## src/rtl/audio_pcie_pkg.sv

```systemverilog
// Shared types and constants for the audio-to-PCIe burst reader.
// Holds the FSM encoding and the default widths/burst size.
package audio_pcie_pkg;

    localparam int DATA_W_DEF    = 128;
    localparam int LVL_W_DEF     = 11;
    localparam int BURST_LEN_DEF = 32;

    typedef enum logic [1:0] {
        ST_IDLE = 2'd0,
        ST_REQ  = 2'd1,
        ST_XFER = 2'd2
    } state_t;

    // Burst size in bytes as reported to the DMA engine.
    function automatic logic [15:0] burst_bytes(input int len, input int w);
        return 16'(len * w / 8);
    endfunction

    localparam logic [15:0] BURST_BYTES = burst_bytes(BURST_LEN_DEF, DATA_W_DEF);

endpackage

```

## src/rtl/audio_pcie_skid2.sv

```systemverilog
// Two-entry FIFO that absorbs the one-cycle FIFO read latency.
// Pointers and count are reset; the data storage is not.
module audio_pcie_skid2
    import audio_pcie_pkg::*;
#(
    parameter int W = DATA_W_DEF
) (
    input  logic         clk,
    input  logic         rst,
    input  logic         i_push,
    input  logic [W-1:0] i_din,
    input  logic         i_pop,
    output logic [W-1:0] o_dout,
    output logic [1:0]   o_count
);

    logic [W-1:0] r_mem [2];
    logic         r_wptr;
    logic         r_rptr;
    logic [1:0]   r_count;

    // Pointer and occupancy tracking; simultaneous push and pop keep count.
    always_ff @(posedge clk) begin
        if (rst) begin
            r_wptr  <= 1'b0;
            r_rptr  <= 1'b0;
            r_count <= 2'd0;
        end else begin
            if (i_push) r_wptr <= ~r_wptr;
            if (i_pop)  r_rptr <= ~r_rptr;
            if (i_push && !i_pop)      r_count <= r_count + 2'd1;
            else if (!i_push && i_pop) r_count <= r_count - 2'd1;
        end
    end

    // Data storage written at the tail; no reset needed.
    always_ff @(posedge clk) begin
        if (i_push) r_mem[r_wptr] <= i_din;
    end

    assign o_dout  = r_mem[r_rptr];
    assign o_count = r_count;

endmodule

```

## src/rtl/audio_pcie_burst_reader.sv

```systemverilog
// Drains fixed-size bursts from the audio FIFO into a valid/ready stream.
// Requests a DMA slot once a full burst is buffered, then streams it.
module audio_pcie_burst_reader
    import audio_pcie_pkg::*;
#(
    parameter int DATA_W    = DATA_W_DEF,
    parameter int LVL_W     = LVL_W_DEF,
    parameter int BURST_LEN = BURST_LEN_DEF,
    parameter int CNT_W     = 32
) (
    input  logic              clk,
    input  logic              rst,
    input  logic              enable,
    output logic              fifo_rd_en,
    input  logic [DATA_W-1:0] fifo_rd_data,
    input  logic              fifo_rd_empty,
    input  logic [LVL_W-1:0]  fifo_rd_level,
    output logic              dma_req,
    input  logic              dma_ack,
    output logic [15:0]       dma_len,
    output logic [DATA_W-1:0] m_tdata,
    output logic              m_tvalid,
    input  logic              m_tready,
    output logic              m_tlast,
    output logic [CNT_W-1:0]  burst_cnt,
    output logic              underrun_err
);

    localparam int BC_W = $clog2(BURST_LEN + 1);
    localparam logic [BC_W-1:0]  LEN_C    = BC_W'(BURST_LEN);
    localparam logic [BC_W-1:0]  LAST_C   = BC_W'(BURST_LEN - 1);
    localparam logic [LVL_W-1:0] LVL_TRIG = LVL_W'(BURST_LEN);

    state_t           r_state;
    logic [BC_W-1:0]  r_issued;
    logic [BC_W-1:0]  r_sent;
    logic             r_inflight;
    logic [CNT_W-1:0] r_burst_cnt;
    logic             r_underrun;

    logic [1:0]       w_count;
    logic             w_valid;
    logic             w_pop;
    logic             w_last;
    logic             w_room;
    logic             w_rd_en;

    assign w_valid = (w_count != 2'd0);
    assign w_pop   = w_valid && m_tready;
    assign w_last  = w_valid && (r_sent == LAST_C);

    // Words held after this cycle (buffered + in flight - leaving) stay <= 2.
    assign w_room  = ({1'b0, w_count} + {2'b0, r_inflight}
                      - {2'b0, w_pop}) < 3'd2;

    assign w_rd_en = !rst && (r_state == ST_XFER) && (r_issued < LEN_C)
                     && !fifo_rd_empty && w_room;

    audio_pcie_skid2 #(
        .W (DATA_W)
    ) u_skid (
        .clk     (clk),
        .rst     (rst),
        .i_push  (r_inflight),
        .i_din   (fifo_rd_data),
        .i_pop   (w_pop),
        .o_dout  (m_tdata),
        .o_count (w_count)
    );

    // Burst FSM with read/beat counters, completion count and underrun flag.
    always_ff @(posedge clk) begin
        if (rst) begin
            r_state     <= ST_IDLE;
            r_issued    <= '0;
            r_sent      <= '0;
            r_inflight  <= 1'b0;
            r_burst_cnt <= '0;
            r_underrun  <= 1'b0;
        end else begin
            r_inflight <= w_rd_en;
            unique case (r_state)
                ST_IDLE: begin
                    if (enable && fifo_rd_level >= LVL_TRIG)
                        r_state <= ST_REQ;
                end
                ST_REQ: begin
                    if (dma_ack) begin
                        r_state  <= ST_XFER;
                        r_issued <= '0;
                        r_sent   <= '0;
                    end
                end
                ST_XFER: begin
                    if (w_rd_en) r_issued <= r_issued + BC_W'(1);
                    if (w_pop)   r_sent   <= r_sent + BC_W'(1);
                    if (w_pop && w_last) begin
                        r_state     <= ST_IDLE;
                        r_burst_cnt <= r_burst_cnt + CNT_W'(1);
                    end
                    if (fifo_rd_empty && r_issued < LEN_C)
                        r_underrun <= 1'b1;
                end
                default: r_state <= ST_IDLE;
            endcase
        end
    end

    assign fifo_rd_en   = w_rd_en;
    assign dma_req      = (r_state == ST_REQ);
    assign dma_len      = burst_bytes(BURST_LEN, DATA_W);
    assign m_tvalid     = w_valid;
    assign m_tlast      = w_last;
    assign burst_cnt    = r_burst_cnt;
    assign underrun_err = r_underrun;

endmodule

```

## config.mk

```make
export PLATFORM = sky130hd
export DESIGN_NAME = audio_pcie_burst_reader
export DESIGN_NICKNAME = d
export VERILOG_FILES = /design/src/rtl/audio_pcie_pkg.sv /design/src/rtl/audio_pcie_skid2.sv /design/src/rtl/audio_pcie_burst_reader.sv
export SDC_FILE = /design/constraint.sdc
export NUM_CORES = 1
export LEC_CHECK = 0
export ABC_AREA = 1
export BUFFER_PORTS_ARGS = -buffer_cell sky130_fd_sc_hd__buf_2
export CAP_MARGIN = 20
export CORE_ASPECT_RATIO = 0.75
export CORE_MARGIN = 4
export CORE_UTILIZATION = 53
export DETAILED_ROUTE_END_ITERATION = 8
export HOLD_SLACK_MARGIN = 0.05
export PLACE_DENSITY = 0.8
export SYNTH_ARGS = -nofsm -noshare
export SYNTH_HDL_FRONTEND = slang
export SYNTH_SLANG_ARGS = --single-unit
```

## constraint.sdc

```tcl
create_clock -name clk -period 7.62 [get_ports clk]
set_input_delay 0.762 -clock clk [delete_from_list [all_inputs] [get_ports clk]]
set_output_delay 0.762 -clock clk [all_outputs]
set_load 0.01 [all_outputs]
```

# [Yosys cells after proc, flatten, opt, wreduce, memory -nomap -nowiden]
# Memory sizes are Yosys's and may differ from the RTL's. A register that Yosys moved wholly into a read port is not among the register bits.
# Cells that the tools add are included.
[word_totals] regBits=52 mem_bits_rw=256 input_bits=145 out_inout_bits=181 wordCells=69 n_memories=1
[mem_list] memory="u_skid.r_mem" words=2 word_bits=128 rd=1 rd_clocked_by_memory_dff=1 write_ports=1 line="audio_pcie_skid2.sv:17" rtl="logic [W-1:0] r_mem [2];"
[classes] n_addsub=7 n_lt_le_gt_ge=3 n_eq_ne=8 muxes=15 bitwise=2 reduce_logical=24
[op_table] cell="$add A32 B1 Y32 const B" count=1
[op_table] cell="$pmux W6 S2" count=2
[op_table] cell="$mux W6" count=3
[op_table] cell="$add A6 B1 Y6 const B" count=2
[op_table] cell="$ge A11 B6 Y1 const B" count=1
[op_table] cell="$logic_and A1 B1 Y1" count=11
[op_table] cell="$mux W2" count=5
[op_table] cell="$reduce_and A3 Y1" count=3
[op_table] cell="$eq A6 B5 Y1 const B" count=1
[op_table] cell="$lt A6 B6 Y1 const B" count=1
[op_table] cell="$ne A2 B1 Y1 const B" count=3
[op_table] cell="$pmux W2 S3" count=1
[op_table] cell="$reduce_bool A2 Y1" count=3
[op_table] cell="$logic_not A1 Y1" count=4
[op_table] cell="$mux W1" count=4
[op_table] cell="$ne A2 B2 Y1 const B" count=2
[op_table] cell="$reduce_and A2 Y1" count=2
[op_table] cell="$add A2 B1 Y3" count=1
[op_table] cell="$lt A3 B2 Y1 const B" count=1
[op_table] cell="$sub A3 B1 Y3" count=1
[op_table] cell="$add A2 B1 Y2 const B" count=1
[op_table] cell="$eq A2 B1 Y1 const B" count=1
[op_table] cell="$eq A2 B2 Y1 const B" count=1
[op_table] cell="$logic_not A2 Y1" count=1
[op_table] cell="2 further kinds" count=3

# [Logic depth before layout (Yosys ltp)]
# Gate-level depths: netlist of run 1.
[depth] word_depth=7 mapped_depth=13

# [By module]
# Synthesis of run 1 repeated with hierarchy kept, for this count alone.
[hier_totals] cells_unflattened=856 area_unflattened_um2=12346.8
[modules_own_cells] module="audio_pcie_skid2" n_inst=1 cells_each=429 area_each_um2=9525.4
[modules_own_cells] module="audio_pcie_burst_reader" n_inst=1 cells_each=427 area_each_um2=2821.5

# [Worst setup path before layout of run 1]
# OpenSTA, ideal clock, no wires.
[synth_path] kind="flip-flop to flip-flop" startpoint="register r_inflight" endpoint="memory u_skid.r_mem[0][0] in the netlist's numbering (enable)" arrival_ns=5.761 t_required_ns=7.001 setup_slack_ns=1.241 path_stages_with_launch=3 n_path_buf=0 period_less_slack_ns=6.379 cell_sequence="dfxtp_1 -> inv_1 -> nor2_1"
[synth_between] elab_chain_len=2
[synth_rtl] element="start, declared" line="audio_pcie_burst_reader.sv:37" rtl="logic r_inflight;"
[synth_rtl] element="start signal, assigned" line="audio_pcie_burst_reader.sv:81" rtl="r_inflight <= w_rd_en;"
[synth_rtl] element="$mux W1" line="audio_pcie_skid2.sv:38" rtl="if (i_push) r_mem[r_wptr] <= i_din;"
[synth_rtl] element="$mux W1 (not written as such)" line="audio_pcie_skid2.sv:38"
[synth_rtl] element="end, declared" line="audio_pcie_skid2.sv:17"
# Every way passes these cells.

# [Worst setup path in the final report of run 1]
[layout_path] startpoint="register u_skid.r_count[1], in the netlist u_skid.o_count[1]" endpoint="output port fifo_rd_en"
[layout_between] elab_chain_len=5
[layout_rtl] element="start, declared" line="audio_pcie_skid2.sv:20" rtl="logic [1:0] r_count;"
[layout_rtl] element="start signal, assigned" line="audio_pcie_skid2.sv:31" rtl="if (i_push && !i_pop) r_count <= r_count + 2'd1;"
[layout_rtl] element="start signal, assigned" line="audio_pcie_skid2.sv:32" rtl="else if (!i_push && i_pop) r_count <= r_count - 2'd1;"
[layout_rtl] element="$reduce_bool A2 Y1" line="audio_pcie_burst_reader.sv:48" rtl="assign w_valid = (w_count != 2'd0);"
[layout_rtl] element="$logic_and A1 B1 Y1" line="audio_pcie_burst_reader.sv:49" rtl="assign w_pop = w_valid && m_tready;"
[layout_rtl] element="via u_skid.i_pop" line="audio_pcie_skid2.sv:12" rtl="input logic i_pop,"
[layout_rtl] element="$sub A3 B1 Y3" line="audio_pcie_burst_reader.sv:54" rtl="- {2'b0, w_pop}) < 3'd2;"
[layout_rtl] element="$lt A3 B2 Y1" line="audio_pcie_burst_reader.sv:54"
[layout_rtl] element="$logic_and A1 B1 Y1" line="audio_pcie_burst_reader.sv:57" rtl="&& !fifo_rd_empty && w_room;"
[layout_rtl] element="end, declared" line="audio_pcie_burst_reader.sv:14" rtl="output logic fifo_rd_en,"
# The timed path passes the listed nets, and every way through them passes these cells.

==> impl_metrics.json, run 1 <==
{
  "outcome": "finished clean",
  "fin_area_um2": 15100,
  "synthToLayoutAreaGrowth_pct": 22.6,
  "power.density_nw_per_um2": 257,
  "skew_ns": 0.00944,
  "grt_pass1_wl_um": 41200,
  "vias": 7808,
  "yosys.area.top_type_share_pct": 62.6,
  "setup.worst_path.end_class": "output port",
  "ios": 326,
  "drive_gt1_share_pct": 42.3,
  "cts_buffer_depth": 3,
  "antenna_found_initial": 6,
  "drtAntennaViolNets": 0,
  "rsz0062_at_grt": "false",
  "path_clk_slew_ns": 0.06,
  "gp_congestion": 0.879,
  "ys_top_cells_by_area": "edfxtp_1 (63%), mux2_2 (12%), dfxtp_1 (8.6%), nand2_1 (3.9%), nor2_1 (2.3%)",
  "die_h_um": 140,
  "drc": 0,
  "synth_edf_count": 256,
  "multi_input_comb_area_um2": 3190,
  "routed_wl_um": 27300,
  "yosys_warnings": 0,
  "place_hpwl_um": 18800,
  "rrSetupSlack_ns": 4.78,
  "synth-seq-cells": 309,
  "fin_crit_ns": 3.67,
  "core_area_um2": 22400,
  "numCtsBuffers": 30,
  "worstSetupStartpointType": "flop",
  "rows": 47,
  "min_period_over_period_pct": 48.2,
  "syn_area_um2": 12300,
  "worstMarginPinSlew_ns": 1.03,
  "grt-ovfl-total": 0,
  "synth_flop_cell": "edfxtp_1",
  "combPwrFrac_pct": 13.4,
  "yosys.area.top_type": "edfxtp_1",
  "switching_share_pct": 23.7,
  "avgRoutedWirePerCell_um": 18.1,
  "drt_iter0_drc": 545,
  "setup_viol": 0,
  "path_max_fanout": 6,
  "post_cts.repair.setup_buffers": 0,
  "vdd_drop_max_v": 0.000216,
  "seq_area_um2": 8750,
  "num-nets-final": 1334,
  "crit_required_ns": 6.86,
  "start_util_pct": 54.8,
  "cts_resized": 0,
  "slew_violations": 0,
  "syn_inst": 866,
  "cts_tree": "built",
  "min_path_cells": 1,
  "firstDrtPassIters": 5,
  "via_per_inst": 5.19,
  "die_w_um": 184,
  "cts_htree_levels": 1,
  "seq_area_frac_synth_pct": 71.2,
  "hold_viol_final": 0,
  "port_buffers": 304,
  "fmax_ghz": 0.273,
  "synth_cell_types": 40,
  "slew_headroom_pct": 31.2,
  "cts_hold_buf": 0,
  "reg2reg_depth": 11,
  "dpl_cell_area_um2": 14000,
  "total_leakage_power_nw": 5.61,
  "critical_path_class": "reg2out",
  "p_seq_share_pct": 49.1,
  "grt_max_degree": 81,
  "cts.sink_count": 309,
  "die_area_um2": 25700,
  "grt_usage_pct": 20.0,
  "power.internal_w": 0.00295,
  "finalSetupTns_ns": 0,
  "synth.avg_cell_area_um2": 14.2,
  "clk_latency_ns": 0.55,
  "hold_path_class": "in2reg",
  "crit_arrival_ns": 2.91,
  "pwr-share-clk_pct": 37.6,
  "grt_pass1_vias": 7737,
  "fill_cells": 1610,
  "switchingPower_w": 0.000915,
  "cap_violations": 0,
  "cts-root-buf": "clkbuf_16",
  "async_flop_share_pct": 0
}
-- layout by cell type (no fill, tap or decap), types with 2 or more instances in the layout --
cell	instances
a21oi_1	34
a31oi_1	2
buf_2	304
buf_4	4
bufinv_16	2
clkbuf_1	6
clkbuf_16	32
clkinv_1	6
clkinv_2	4
clkinvlp_4	3
conb_1	16
dfxtp_1	52
diode_2	3
edfxtp_1	256
ha_1	5
inv_1	41
inv_2	5
mux2_2	128
nand2_1	128
nand2_2	2
nand3_1	27
nand3_2	2
nand4_1	8
nor2_1	74
nor2_2	7
nor2_4	6
nor3_1	9
nor3b_1	5
o21ai_0	8
o21ai_1	5
xor2_1	7
-- synth_stat cells, types with 2 or more instances --
library cell / count
edfxtp_1: 256
inv_1: 42
ha_1: 5
nand4_1: 8
dfxtp_1: 53
nand3_2: 2
nand2_2: 2
buf_1: 2
buf_4: 17
nor3_1: 9
nor3b_1: 5
xor2_1: 7
conb_1: 2
nor2_1: 75
nor2_2: 7
o21ai_0: 8
mux2_2: 128
nand2_1: 128
clkbuf_1: 4
o21ai_1: 5
a31oi_1: 2
nor2_4: 5
a21oi_1: 34
nand3_1: 27
inv_2: 5
buf_2: 14
-- through the flow --
stage                     setup WS (ns)  hold slack, ns  power, W  utilization [%]  cells
after floorplan                    1.24           0.426   0.00225                -    880
after global placement             4.20           0.426   0.00244             62.6   1444
after detailed placement           4.17           0.443   0.00245             62.6   1444
after CTS                          3.89           0.370   0.00390             67.1   1500
after global routing               3.83           0.367   0.00401             67.2   1504
final                              3.95           0.400   0.00387             67.2   1504
-- final timing paths --
check / from / to
setup / recovery: u_skid.o_count[1] / fifo_rd_en
setup reg to reg: u_skid.o_count[1] / r_issued[3]
hold / removal: fifo_rd_data[11] / u_skid.r_mem[0][11]
hold reg to reg: u_skid.r_rptr / flop
-- critical path, stage by stage (launching register included) --
cell     delay (ns)
dfxtp_1        0.44
nor2_2         0.11
nor2_2         0.25
ha_1           0.29
or2_2          0.32
fa_1           0.49
nand4_1        0.16
nor2_1         0.15
buf_2          0.15
-- power by group through the flow --
| stage | Sequential, W | Combinational (W) | Clock (W) |
|---|---|---|---|
| CTS | 0.00190 | 0.000524 | 0.00148 |
| floorplan | 0.00190 | 0.000353 | 0 |
| global placement | 0.00193 | 0.000506 | 0 |
| global route | 0.00190 | 0.000553 | 0.00156 |
| finish | 0.00190 | 0.000517 | 0.00145 |
| detailed placement | 0.00193 | 0.000518 | 0 |
-- routing by layer --
metal / global-route usage (%) / wire length [µm] / vias to the layer above
li1: - / - / 3703
met1: 25.9 / 11000 / 3756
met2: 33.8 / 13200 / 302
met3: 5.71 / 2430 / 41
met4: 4.55 / 571 / 6
met5: 0 / 40 / -
-- logic make-up after synthesis --
family | synth area share [%]
AND/OR/NAND/NOR | 10.1
buffers and inverters | 3.32
XOR/XNOR | 0.571
flip-flops | 71.2
multiplexers | 11.7
other | 0.0611
adder cells (fa/ha/maj) | 0.672
AO/OA/AOI/OAI | 2.29
-- flip-flops by register name, summed over array words and instances (netlist names), named ones only --
| name | flops |
|---|---|
| u_skid.r_rptr | 1 |
| r_issued | 6 |
| r_sent | 6 |
| r_inflight | 1 |
| u_skid.r_wptr | 1 |
| r_state | 2 |
| burst_cnt | 32 |
| u_skid.r_mem | 256 |
| underrun_err | 1 |
| u_skid.o_count | 2 |
-- cell type report --
cell class	count	area share, %
well taps	294	2.44
repair buffers	309	10.5
clock inverters	17	0.997
multi-input cells	486	21.2
clock buffers	39	5.56
inverters	47	1.19
diodes	3	0.0499
flip-flops and latches	309	58.1
No activity file was read; power rests on OpenSTA's default activity.
==> inputs of run 2 (changes only) <==
- CORE_UTILIZATION: 53 -> 48
- PLACE_DENSITY: 0.8 -> 0.77
- clock period: 7.62 -> 3.16 ns (I/O delays scaled with it)
==> run 2 against run 1 <==
  * Non-clock buffer count is 134 higher
  * Sequential share of layout area decreased by 4.9 points
  * Register-to-register slack lost 4.2 ns
  * Largest cell class unchanged
  * Largest power group unchanged
  * Highest routed layer is now met4
==> impl_metrics.json, run 2 (same netlist as run 1, synthesis figures left out) <==
{
  "rsz0062_at_grt": "false",
  "grt-ovfl-total": 0,
  "setup_slack_ns": 0.153,
  "place_ws_ns": 0.523,
  "gp_congestion": 0.811,
  "crit_chain": "nor2_4, nor2_4, ha_1, or2_2, fa_1, nand4_1, nor2_1, buf_2",
  "cts.sink_count": 309,
  "crit_arrival_ns": 2.69,
  "clk_latency_ns": 0.55,
  "cap_violations": 0,
  "rrSetupSlack_ns": 0.57,
  "slew_headroom_pct": 48.9,
  "ios": 326,
  "top_usage_layer": "met2",
  "grt_pass1_wl_um": 44900,
  "total_leakage_power_nw": 6.15,
  "fill_cells": 1728,
  "path_max_fanout": 6,
  "grt_usage_pct": 19.8,
  "worstMarginPinSlew_ns": 0.765,
  "use_met1_pct": 25.1,
  "worstSetupStartpointType": "flop",
  "num-nets-final": 1468,
  "r2r_start": "u_skid.o_count[1]",
  "grt_pass1_vias": 8440,
  "cts_buffer_depth": 3,
  "hold_viol_final": 0,
  "min_period_over_period_pct": 95.1,
  "r2r_end": "r_issued[1]",
  "final_common_cell": "buf_2",
  "drt_iter0_drc": 481,
  "die_w_um": 193,
  "start_util_pct": 49.0,
  "cpMaxStageDelayCell": "fa_1",
  "vdd_drop_max_v": 0.000528,
  "regMostFlops": "u_skid.r_mem",
  "hold_path_class": "in2reg",
  "fmax_ghz": 0.333,
  "cts-root-buf": "clkbuf_16",
  "met2_usage_pct": 34.1,
  "rows": 50,
  "critical-path-max-stage-delay_ns": 0.49,
  "drtAntennaViolNets": 0,
  "reg2reg_depth": 10,
  "finalSetupTns_ns": 0,
  "cts_htree_levels": 1,
  "layout.cells.non_filler": 1676,
  "path_clk_slew_ns": 0.06,
  "grt_max_degree": 121,
  "firstDrtPassIters": 5,
  "drc": 0,
  "synthToLayoutAreaGrowth_pct": 33.8,
  "slew_violations": 0,
  "dp.cells": 1493,
  "fin_crit_ns": 3.01,
  "avgRoutedWirePerCell_um": 17.6,
  "layout_common_cells": "buf_2 (304), edfxtp_1 (256), dlygate4sd3_1 (130), mux2_2 (128), nand2_1 (128)",
  "multi_input_comb_area_um2": 3200,
  "die_h_um": 147,
  "core_area_um2": 25100,
  "crit_top_cell": "nor2_4",
  "antenna_found_initial": 1,
  "min_path_cells": 3,
  "grtUsageMet3_pct": 5.11,
  "outcome": "finished clean",
  "numCtsBuffers": 30,
  "timing.hold.ws_ns": 0.116,
  "via_per_inst": 4.97,
  "hp-start": "dma_ack",
  "vias": 8331,
  "die_area_um2": 28200,
  "setup_viol": 0,
  "port_buffers": 304,
  "worstHoldEndpoint": "r_state[0]",
  "power.density_nw_per_um2": 574,
  "seq_area_um2": 8750,
  "setup.worst_path.end_class": "output port",
  "largest_reg_flops": 256,
  "skew_ns": 0.0104,
  "crit_required_ns": 2.84,
  "drive_gt1_share_pct": 38.4,
  "place_hpwl_um": 18100,
  "critical_path_class": "reg2out",
  "cts_tree": "built",
  "routed_wl_um": 29500
}
[run 2: changes by cell type in the layout (fill, tap and decap cells not counted), moves of 2 or more]
cell	delta
buf_12	+4
clkbuf_16	-2
clkinv_1	-3
diode_2	-2
dlygate4sd3_1	+130
nor2_2	-2
nor2_4	+2
[run 2: cell type report]
class | count | area share [%]
diodes | 1 | 0.0152
clock buffers | 39 | 4.90
clock inverters | 13 | 0.822
inverters | 47 | 1.10
multi-input cells | 486 | 19.4
flip-flops and latches | 309 | 53.3
well taps | 338 | 2.57
repair buffers | 443 | 17.9
[run 2: worst max-delay path by stage]
stage / startpoint / end / cells after the start
floorplan: r_inflight / u_skid.r_mem[0][0] / 2
global placement: m_tready / r_issued[1] / 11
detailed placement: m_tready / r_issued[1] / 11
CTS: u_skid.o_count[1] / fifo_rd_en / 8
global route: u_skid.o_count[1] / fifo_rd_en / 8
finish: u_skid.o_count[1] / fifo_rd_en / 8
[run 2: per-layer routing]
layer  part of all wire (%)  routed length (µm)
met2                     49               14500
met3                    8.3                2450
met5                      0                   0
met4                    2.6                 758
met1                     40               11800
[run 2: through the flow]
| step | util [%] | area, µm² | power [W] |
|---|---|---|---|
| after floorplan | - | 12300 | 0.00543 |
| after global placement | 56.5 | 14200 | 0.00591 |
| after detailed placement | 56.5 | 14200 | 0.00593 |
| after CTS | 65.5 | 16400 | 0.00946 |
| after global routing | 65.5 | 16400 | 0.00979 |
| final | 65.5 | 16400 | 0.00943 |
[run 2: what timing repair did]
item	in CTS	in global routing
buffers inserted	0	0
hold buffers	130	0
hold endpoints to repair	258	0
endpoints found under the setup margin	0	1
gates resized for setup	0	2
[run 2: worst max-delay path: cells and delay by family, from the launching register on]
family / cells / cell delay [ns]
buffers and inverters: 1 / 0.15
DFF: 1 / 0.46
and+or+nand+nor: 5 / 0.82
adders and majority gates: 2 / 0.73
[run 2: power by group]
| part | switching (W) | internal (W) |
|---|---|---|
| logic | 0.000721 | 0.000747 |
| registers | 0.0000707 | 0.00446 |
| clock network | 0.00148 | 0.00195 |
| total | 0.00227 | 0.00716 |
